**config.mk**
```make
export PLATFORM = sky130hd
export DESIGN_NAME = k_load_store_unit
export DESIGN_NICKNAME = d
export VERILOG_FILES = /design/src/rtl/k_lsu_pkg.sv /design/src/rtl/k_lsu_lane.sv /design/src/rtl/k_load_store_unit.sv
export SDC_FILE = /design/constraint.sdc
export NUM_CORES = 1
export LEC_CHECK = 0
export ABC_AREA = 1
export CELL_PAD_IN_SITES_DETAIL_PLACEMENT = 1
export CELL_PAD_IN_SITES_GLOBAL_PLACEMENT = 1
export CORE_UTILIZATION = 39
export DETAILED_ROUTE_END_ITERATION = 12
export PLACE_DENSITY_LB_ADDON = 0.05
export SLEW_MARGIN = 20
export SYNTH_ARGS = -nofsm -noshare
export SYNTH_HDL_FRONTEND = slang
export SYNTH_SLANG_ARGS = --single-unit
```
**constraint.sdc**
```tcl
create_clock -name K_clk -period 18.3 [get_ports K_clk]
set_input_delay 3.66 -clock K_clk [delete_from_list [all_inputs] [get_ports K_clk]]
set_output_delay 3.66 -clock K_clk [all_outputs]
set_load 0.01 [all_outputs]
```
**src/rtl/k_lsu_pkg.sv**
```systemverilog
// Shared types and helpers for the k_load_store_unit data-memory initiator.
// Holds the FSM encoding, access-size codes and byte-lane arithmetic.
package k_lsu_pkg;

    typedef enum logic [2:0] {
        ST_IDLE  = 3'd0,
        ST_RD    = 3'd1,
        ST_WR    = 3'd2,
        ST_FIN   = 3'd3,
        ST_FAULT = 3'd4
    } state_t;

    localparam logic [1:0] SZ_BYTE = 2'b00;
    localparam logic [1:0] SZ_HALF = 2'b01;
    localparam logic [1:0] SZ_WORD = 2'b10;

    // Bit offset of the addressed lane inside the memory word; words sit at 0.
    function automatic logic [4:0] lane_shift(input logic [1:0] lane,
                                              input logic [1:0] size,
                                              input logic       big_endian);
        logic [4:0] shift;
        shift = 5'd0;
        if (size == SZ_BYTE) begin
            shift = {(big_endian ? ~lane : lane), 3'b000};
        end else if (size == SZ_HALF) begin
            shift = {(big_endian ? ~lane[1] : lane[1]), 4'b0000};
        end
        return shift;
    endfunction

    // Size code 11 behaves as a word, so any size with bit 1 set needs addr[1:0]=0.
    function automatic logic addr_misaligned(input logic [1:0] lane,
                                             input logic [1:0] size);
        return ((size == SZ_HALF) && lane[0]) || (size[1] && (lane != 2'b00));
    endfunction

endpackage

```
**src/rtl/k_lsu_lane.sv**
```systemverilog
// Combinational byte/half lane logic: sign/zero-extending extract (MERGE=0)
// or read-modify-write merge of right-justified store data (MERGE=1).
module k_lsu_lane
    import k_lsu_pkg::*;
#(
    parameter bit BIG_ENDIAN = 1'b0,
    parameter bit MERGE      = 1'b0
) (
    input  logic [31:0] word,
    input  logic [31:0] wdata,
    input  logic [1:0]  lane,
    input  logic [1:0]  size,
    input  logic        is_unsigned,
    output logic [31:0] result
);

    logic [4:0]  shift;
    logic [15:0] aligned;
    logic [31:0] lane_mask;
    logic [31:0] extracted;
    logic [31:0] merged;

    always_comb begin
        shift   = lane_shift(lane, size, BIG_ENDIAN);
        aligned = 16'(word >> shift);
        case (size)
            SZ_BYTE: begin
                lane_mask = 32'h0000_00FF;
                extracted = {{24{~is_unsigned & aligned[7]}}, aligned[7:0]};
            end
            SZ_HALF: begin
                lane_mask = 32'h0000_FFFF;
                extracted = {{16{~is_unsigned & aligned[15]}}, aligned[15:0]};
            end
            default: begin
                lane_mask = 32'hFFFF_FFFF;
                extracted = word;
            end
        endcase
        // Lanes outside the mask come straight from the read word.
        merged = (word & ~(lane_mask << shift)) | ((wdata & lane_mask) << shift);
        result = MERGE ? merged : extracted;
    end

endmodule

```
**src/rtl/k_load_store_unit.sv**
```systemverilog
// MEM-stage load/store initiator: word transactions on a req/ack handshake,
// read-modify-write for sub-word stores, alignment and ack-timeout faults.
module k_load_store_unit
    import k_lsu_pkg::*;
#(
    parameter bit BIG_ENDIAN  = 1'b0,
    parameter int ACK_TIMEOUT = 255
) (
    input  logic        K_clk,
    input  logic        K_reset,
    input  logic        K_req,
    input  logic        K_is_store,
    input  logic [1:0]  K_size,
    input  logic        K_unsigned,
    input  logic [31:0] K_addr,
    input  logic [31:0] K_wdata,
    output logic [31:0] K_rdata,
    output logic        K_busy,
    output logic        K_done,
    output logic        K_misaligned,
    output logic        K_timeout,
    output logic        K_mem_req,
    output logic        K_mem_we,
    output logic [31:0] K_mem_addr,
    output logic [31:0] K_mem_wdata,
    input  logic [31:0] K_mem_rdata,
    input  logic        K_mem_ack
);

    localparam logic [15:0] CNT_LAST = 16'(ACK_TIMEOUT - 1);

    state_t      state_reg, state_next;
    logic [1:0]  lane_reg, lane_next;
    logic [1:0]  size_reg, size_next;
    logic        is_store_reg, is_store_next;
    logic        unsigned_reg, unsigned_next;
    logic [31:0] wdata_reg, wdata_next;
    logic [31:0] word_reg, word_next;
    logic [15:0] cnt_reg, cnt_next;
    logic        timed_out_reg, timed_out_next;
    logic        mem_req_reg, mem_req_next;
    logic        mem_we_reg, mem_we_next;
    logic [31:0] mem_addr_reg, mem_addr_next;
    logic [31:0] mem_wdata_reg, mem_wdata_next;
    logic [31:0] rdata_reg, rdata_next;
    logic        busy_reg, done_reg, done_next;
    logic        misaligned_reg, misaligned_next;
    logic        timeout_reg, timeout_next;
    logic [31:0] load_value, store_word;
    logic        ack_expired;

    k_lsu_lane #(.BIG_ENDIAN(BIG_ENDIAN), .MERGE(1'b0)) u_extract (
        .word(word_reg), .wdata(wdata_reg), .lane(lane_reg), .size(size_reg),
        .is_unsigned(unsigned_reg), .result(load_value)
    );

    k_lsu_lane #(.BIG_ENDIAN(BIG_ENDIAN), .MERGE(1'b1)) u_merge (
        .word(word_reg), .wdata(wdata_reg), .lane(lane_reg), .size(size_reg),
        .is_unsigned(unsigned_reg), .result(store_word)
    );

    assign ack_expired = (cnt_reg == CNT_LAST);

    always_comb begin
        state_next      = state_reg;
        lane_next       = lane_reg;
        size_next       = size_reg;
        is_store_next   = is_store_reg;
        unsigned_next   = unsigned_reg;
        wdata_next      = wdata_reg;
        word_next       = word_reg;
        cnt_next        = cnt_reg;
        timed_out_next  = timed_out_reg;
        mem_req_next    = mem_req_reg;
        mem_we_next     = mem_we_reg;
        mem_addr_next   = mem_addr_reg;
        mem_wdata_next  = mem_wdata_reg;
        rdata_next      = rdata_reg;
        done_next       = 1'b0;
        misaligned_next = 1'b0;
        timeout_next    = 1'b0;
        case (state_reg)
            ST_IDLE: begin
                if (K_req) begin
                    lane_next      = K_addr[1:0];
                    size_next      = K_size;
                    is_store_next  = K_is_store;
                    unsigned_next  = K_unsigned;
                    wdata_next     = K_wdata;
                    mem_addr_next  = {K_addr[31:2], 2'b00};
                    cnt_next       = 16'd0;
                    timed_out_next = 1'b0;
                    if (addr_misaligned(K_addr[1:0], K_size)) begin
                        state_next      = ST_FAULT;
                        done_next       = 1'b1;
                        misaligned_next = 1'b1;
                        rdata_next      = 32'd0;
                    end else if (K_is_store && K_size[1]) begin
                        state_next     = ST_WR;
                        mem_req_next   = 1'b1;
                        mem_we_next    = 1'b1;
                        mem_wdata_next = K_wdata;
                    end else begin
                        state_next   = ST_RD;
                        mem_req_next = 1'b1;
                        mem_we_next  = 1'b0;
                    end
                end
            end
            ST_RD: begin
                if (K_mem_ack) begin
                    word_next    = K_mem_rdata;
                    mem_req_next = 1'b0;
                    state_next   = is_store_reg ? ST_WR : ST_FIN;
                end else if (ack_expired) begin
                    mem_req_next   = 1'b0;
                    timed_out_next = 1'b1;
                    state_next     = ST_FIN;
                end else begin
                    cnt_next = cnt_reg + 16'd1;
                end
            end
            ST_WR: begin
                // Arriving from RD, req is low for this one cycle while the merge settles.
                if (!mem_req_reg) begin
                    mem_req_next   = 1'b1;
                    mem_we_next    = 1'b1;
                    mem_wdata_next = store_word;
                    cnt_next       = 16'd0;
                end else if (K_mem_ack) begin
                    mem_req_next = 1'b0;
                    mem_we_next  = 1'b0;
                    state_next   = ST_FIN;
                end else if (ack_expired) begin
                    mem_req_next   = 1'b0;
                    mem_we_next    = 1'b0;
                    timed_out_next = 1'b1;
                    state_next     = ST_FIN;
                end else begin
                    cnt_next = cnt_reg + 16'd1;
                end
            end
            ST_FIN: begin
                done_next    = 1'b1;
                timeout_next = timed_out_reg;
                rdata_next   = (is_store_reg || timed_out_reg) ? 32'd0 : load_value;
                state_next   = ST_IDLE;
            end
            ST_FAULT: state_next = ST_IDLE;
            default:  state_next = ST_IDLE;
        endcase
    end

    always_ff @(posedge K_clk or posedge K_reset) begin
        if (K_reset) begin
            state_reg      <= ST_IDLE;
            lane_reg       <= 2'd0;
            size_reg       <= 2'd0;
            is_store_reg   <= 1'b0;
            unsigned_reg   <= 1'b0;
            wdata_reg      <= 32'd0;
            word_reg       <= 32'd0;
            cnt_reg        <= 16'd0;
            timed_out_reg  <= 1'b0;
            mem_req_reg    <= 1'b0;
            mem_we_reg     <= 1'b0;
            mem_addr_reg   <= 32'd0;
            mem_wdata_reg  <= 32'd0;
            rdata_reg      <= 32'd0;
            busy_reg       <= 1'b0;
            done_reg       <= 1'b0;
            misaligned_reg <= 1'b0;
            timeout_reg    <= 1'b0;
        end else begin
            state_reg      <= state_next;
            lane_reg       <= lane_next;
            size_reg       <= size_next;
            is_store_reg   <= is_store_next;
            unsigned_reg   <= unsigned_next;
            wdata_reg      <= wdata_next;
            word_reg       <= word_next;
            cnt_reg        <= cnt_next;
            timed_out_reg  <= timed_out_next;
            mem_req_reg    <= mem_req_next;
            mem_we_reg     <= mem_we_next;
            mem_addr_reg   <= mem_addr_next;
            mem_wdata_reg  <= mem_wdata_next;
            rdata_reg      <= rdata_next;
            busy_reg       <= (state_next != ST_IDLE);
            done_reg       <= done_next;
            misaligned_reg <= misaligned_next;
            timeout_reg    <= timeout_next;
        end
    end

    assign K_rdata      = rdata_reg;
    assign K_busy       = busy_reg;
    assign K_done       = done_reg;
    assign K_misaligned = misaligned_reg;
    assign K_timeout    = timeout_reg;
    assign K_mem_req    = mem_req_reg;
    assign K_mem_we     = mem_we_reg;
    assign K_mem_addr   = mem_addr_reg;
    assign K_mem_wdata  = mem_wdata_reg;

endmodule

```
# After elaboration in Yosys (flattened, before gate mapping)
# Cells that the tools add are included.
[op_classes]
n_addsub = 1
n_eq_ne = 14
muxes = 50
shifts = 3
bitwise = 7
reduce_logical = 20
[op_table]
columns = ["op", "n"]
rows = [
  ["32-bit case mux with 2 select lines", 4],
  ["32-bit two-way mux", 7],
  ["32-bit AND", 2],
  ["16-bit two-way mux", 4],
  ["32-bit by 5-bit left shift with 32-bit output", 2],
  ["16-bit case mux with 3 select lines", 1],
  ["32-bit inverter", 1],
  ["32-bit OR", 1],
  ["32-bit by 5-bit right shift with 16-bit output", 1],
  ["1-bit two-way mux", 20],
  ["3-bit two-way mux", 6],
  ["16-bit by 1-bit adder with 16-bit output, second input constant", 1],
  ["16-bit by 8-bit equality test with 1-bit output, second input constant", 1],
  ["2-bit inequality test, second input constant", 6],
  ["5-bit two-way mux", 2],
  ["3-bit case mux with 3 select lines", 1],
  ["4-bit AND reduction", 2],
  ["3-bit by 2-bit equality test with 1-bit output, second input constant", 2],
  ["1-bit case mux with 3 select lines", 2],
  ["2-bit AND reduction", 3],
  ["3-bit AND reduction", 2],
  ["2-bit nonzero test", 3],
  ["3-bit nonzero test", 2],
  ["5-bit AND reduction", 1],
  ["other kinds (12)", 18],
]
[word_totals]
word_cells = 113
reg_bits = 190

# Longest topological paths before layout
[logic_depth]
word_depth = 9
mapped_depth = 13
mapped_depth_nobuf = 11

# Cells and area by module
# From an unflattened synthesis, not the netlist that was laid out.
[unflattened]
cells_unflattened = 1242
hier_area_um2 = 10034.6
[modules_own_cells]
columns = ["mod", "area_each_um2", "cells_each", "instances", "seq_area_each_um2"]
rows = [
  ["k_load_store_unit", 8360.5, 906, 1, 4754.6],
  ["k_lsu_lane at u_extract", 937.1, 178, 1, 0.0],
  ["k_lsu_lane at u_merge", 737.0, 158, 1, 0.0],
]

# Worst setup path before layout
# OpenSTA, ideal clock, no wires.
[synth_path]
kind = "input to register"
start = "in K_req"
end = "reg cnt_reg[11]"
setup_slack_ps = 13610
arrival_time_ps = 4568
stages = 8
setup_time_ps = 121
cell_sequence = "inv_1 -> nand3_1 -> nand2_1 -> nor3_1 -> inv_1 -> buf_2 -> o21ai_0 -> nor2_1"
[synth_via]
elab_chain_len = 2
[synth_rtl]
columns = ["element", "line", "source"]
rows = [
  ["start: declaration", "k_load_store_unit.sv:11", "input logic K_req,"],
  ["2-bit inequality test (no source line)", "n/a", ""],
  ["2-bit AND reduction (no source line)", "n/a", ""],
  ["end signal: assignment", "k_load_store_unit.sv:182", "cnt_reg <= cnt_next;"],
  ["end: declaration", "k_load_store_unit.sv:39", "logic [15:0] cnt_reg, cnt_next;"],
]
# No other way between the ends.
# A chain may end at the register's enable or synchronous reset.

# Final worst setup path
[layout_path]
start = "in K_size[1]"
end = "reg mem_wdata_reg[8], in the netlist K_mem_wdata[8]"
[layout_via]
elab_chain_len = 5
word_cells_on_any_way = 8
[layout_rtl]
columns = ["element", "line", "source"]
rows = [
  ["start: declaration", "k_load_store_unit.sv:13", "input logic [1:0] K_size,"],
  ["2-bit by 1-bit equality test with 1-bit output", "k_lsu_pkg.sv:34", "return ((size == SZ_HALF) && lane[0]) || (size[1] && (lane != 2'b00));"],
  ["1-bit logical AND", "k_lsu_pkg.sv:34", ""],
  ["1-bit logical OR", "k_lsu_pkg.sv:34", ""],
  ["2-bit inequality test (no source line)", "n/a", ""],
  ["5-bit AND reduction (no source line) *", "n/a", ""],
  ["end signal: assignment", "k_load_store_unit.sv:187", "mem_wdata_reg <= mem_wdata_next;"],
  ["end: declaration", "k_load_store_unit.sv:44", "logic [31:0] mem_wdata_reg, mem_wdata_next;"],
]
# Mark *: on every way between the ends. The rest lies on a longest branch, timed or not.

==> results.cfg <==
[run_status]
outcome = finished clean

[yosys]
async_flop_share_pct = 100
synthSimpleGateAreaFrac_pct = 28.6
synth_top_family_by_area = simple AND/OR/NAND/NOR gates
synthAdderAreaFrac_pct = 0.274
syn_area_per_cell_um2 = 7.65
synthesis.area_um2 = 9140
synth.top_cell.area_share_pct = 52.0
ys_warn_count = 0
synth_compound_area_share_pct = 12.0
synth-seq-cells = 190
synth.area.mux_share_pct = 0.370
yosys-top-cells-count = nand2_1 (489), dfrtp_1 (190), nor2_1 (92)
synth_xor_area_share_pct = 0
syn-instance-count = 1195
synth_edf_count = 0
ys_top_cells_by_area = dfrtp_1 (52%), nand2_1 (20%), a21oi_1 (5.0%), nor2_1 (3.8%), o21ai_0 (3.7%)
seq_area_frac_synth_pct = 52.0
post-synth-top-count-cell = nand2_1
synth_top_flop_cell = dfrtp_1
yosysUniqueCellTypes = 32
yosysTopAreaCell = dfrtp_1

[drt]
first_pass_iters = 4
wl_per_cell_um = 17.8
routed_wl_um = 30200
drtAntennaViolNets = 0
viasPerCell = 5.09
num_vias = 8635
drc = 0
first_iter_violations = 467

[clock_network]
numCtsBuffers = 17
root_buffer = clkbuf_16
htree_levels = 4
cts_hold_buf = 0
cts.repair.resized = 0
cts_buffer_depth = 2
cts_tree = done
cts.sinks = 190
postCtsSetupRepairBufs = 0
path_clk_slew_ps = 70
insertion_delay_ps = 440

[sta]
skew_ps = 14.9
fmax_mhz = 188
worstMarginPinSlew_ps = 1010
min_period_over_period_pct = 29.1
rsz0062_at_grt = false
slew_violations = 0
period_needed_ps = 5320
relSlewSlack_pct = 32.6
finalSetupTns_ps = 0
hold_viol = 0
setup_violations = 0

[floorplanning]
die-area_um2 = 24000
fp.dieH_um = 155
ios = 206
core_area_um2 = 22800
die_x_um = 155
std_cell_rows = 55
start_util_pct = 40.1

[critical_path]
cp-start-kind = input port
cpPeakStageDelay_ps = 520
crit_path_cell_trace = clkdlybuf4s50_1, nand2_1, nand2_1, nand4_1, nand2_1, a21oi_2, buf_4, inv_2, nand2_1, o21ai_1
arrival_ps = 5680
cpMostUsedCell = nand2_1
r2r-end = K_mem_wdata[8]
critPathTopFamily = buffers and inverters
crit-reg2reg-launch = state_reg[2]
end_kind = register
ff2ff_setup_slack_ps = 15110
crit_type = in -> reg
cp.required_ps = 18650
r2r_cells = 9
path_buf_inv = 3
cp_slowest_cell = clkdlybuf4s50_1
worst-path-max-fanout = 34
cp.depth = 10

[final_layout]
nets = 1476
instances_no_fill = 1695
fin_util_pct = 52.5
areaGrowthSynthToFinish_pct = 30.8
diodes = 0
drive_gt1_share_pct = 5.14

[placed_design]
dp.cells = 1663
io_buffers = 203
hpwl_um = 21500
gp_congestion = 0.829

[min_path]
worstHoldStart = K_mem_addr[2]
min_to = K_mem_addr[2]
holdPathStages = 2
min_path_type = reg -> reg

[power]
powerDensity_nw_per_um2 = 167
peakVddDrop_v = 0.0000742
p_leak_nw = 5.79

[global_route]
grt_max_degree = 140
met3_usage_pct = 4.76
grt_pass1_wl_um = 48900
met2_usage_pct = 41.1
globalRouteMet1Util_pct = 37.4
overflow = 0
track_usage_pct = 26.2
grt_pass1_vias = 8967
antenna_found_initial = 0
grt_busiest_layer = met2

[flow_run]
cap_violations = 0
==> kinds of logic after synthesis <==
logic type               after synthesis
buffers and inverters                147
flip-flops                           190
AND/OR/NAND/NOR                      650
multiplexers                           3
AO/OA/AOI/OAI                        202
adder cells (fa/ha/maj)                2
other                                  1
==> layer usage <==
metal / up-vias / part of all wire, %
met1: 4238 / 48
met3: 35 / 5.1
met4: 0 / 1.7
met5: - / 0
li1: 4130 / -
met2: 232 / 46
==> worst max path at each step <==
stage	slack, ps	from	to
after detailed placement	12520	K_size[1]	K_mem_wdata[12]
after global placement	12630	K_size[1]	K_rdata[0]
after global routing	12760	K_size[1]	K_mem_wdata[8]
after floorplan	9470	K_reset	K_busy
after CTS	12970	K_size[1]	K_mem_wdata[12]
final	12980	K_size[1]	K_mem_wdata[8]
==> worst min-delay path: stages, from the launching register on <==
cell and delay, ps:
dfrtp_1 350, nand2_1 50, nand2_1 50
==> cells in the final DEF, fill, tap and decap left out, types with 5 or more instances in the layout <==
cell type / Yosys / routed
o211ai_1: 24 / 24
dfrtp_1: 190 / 190
nor2_1: 92 / 92
nand3_1: 41 / 41
a21oi_1: 91 / 91
clkdlybuf4s50_1: 0 / 203
nand2_2: 4 / 5
inv_2: 10 / 10
buf_4: 3 / 5
inv_8: 0 / 6
nand4_1: 6 / 6
clkbuf_16: 0 / 17
nand2_1: 489 / 488
o21ai_1: 5 / 5
o22ai_1: 7 / 7
inv_1: 83 / 82
o21ai_0: 68 / 68
==> cell type report <==
class                      count  area, µm²
fill                        2830      10800
sequential                   190       4750
multi-input combinational    859       3790
timing repair buffer         209       2100
clock buffer                  18        439
tap                          313        392
inverter                      93        357
clock inverter                13        125
==> power by group <==
| part | switching, mW | internal (mW) |
|---|---|---|
| Clock | 0.183 | 0.184 |
| Combinational | 0.552 | 0.352 |
| Sequential | 0.129 | 0.591 |
| Total | 0.864 | 1.13 |
==> through the flow <==
step	power, mW	hold slack (ps)	setup WS [ps]	cell area [µm²]
2_1_floorplan	1.21	436	9470	9140
3_3_place_gp	1.60	453	12630	11400
3_5_place_dp	1.63	460	12520	11400
4_1_cts	2.00	478	12970	11900
5_1_grt	2.13	498	12760	12000
6_report	1.99	475	12980	12000
(Power assumes the default switching activity.)
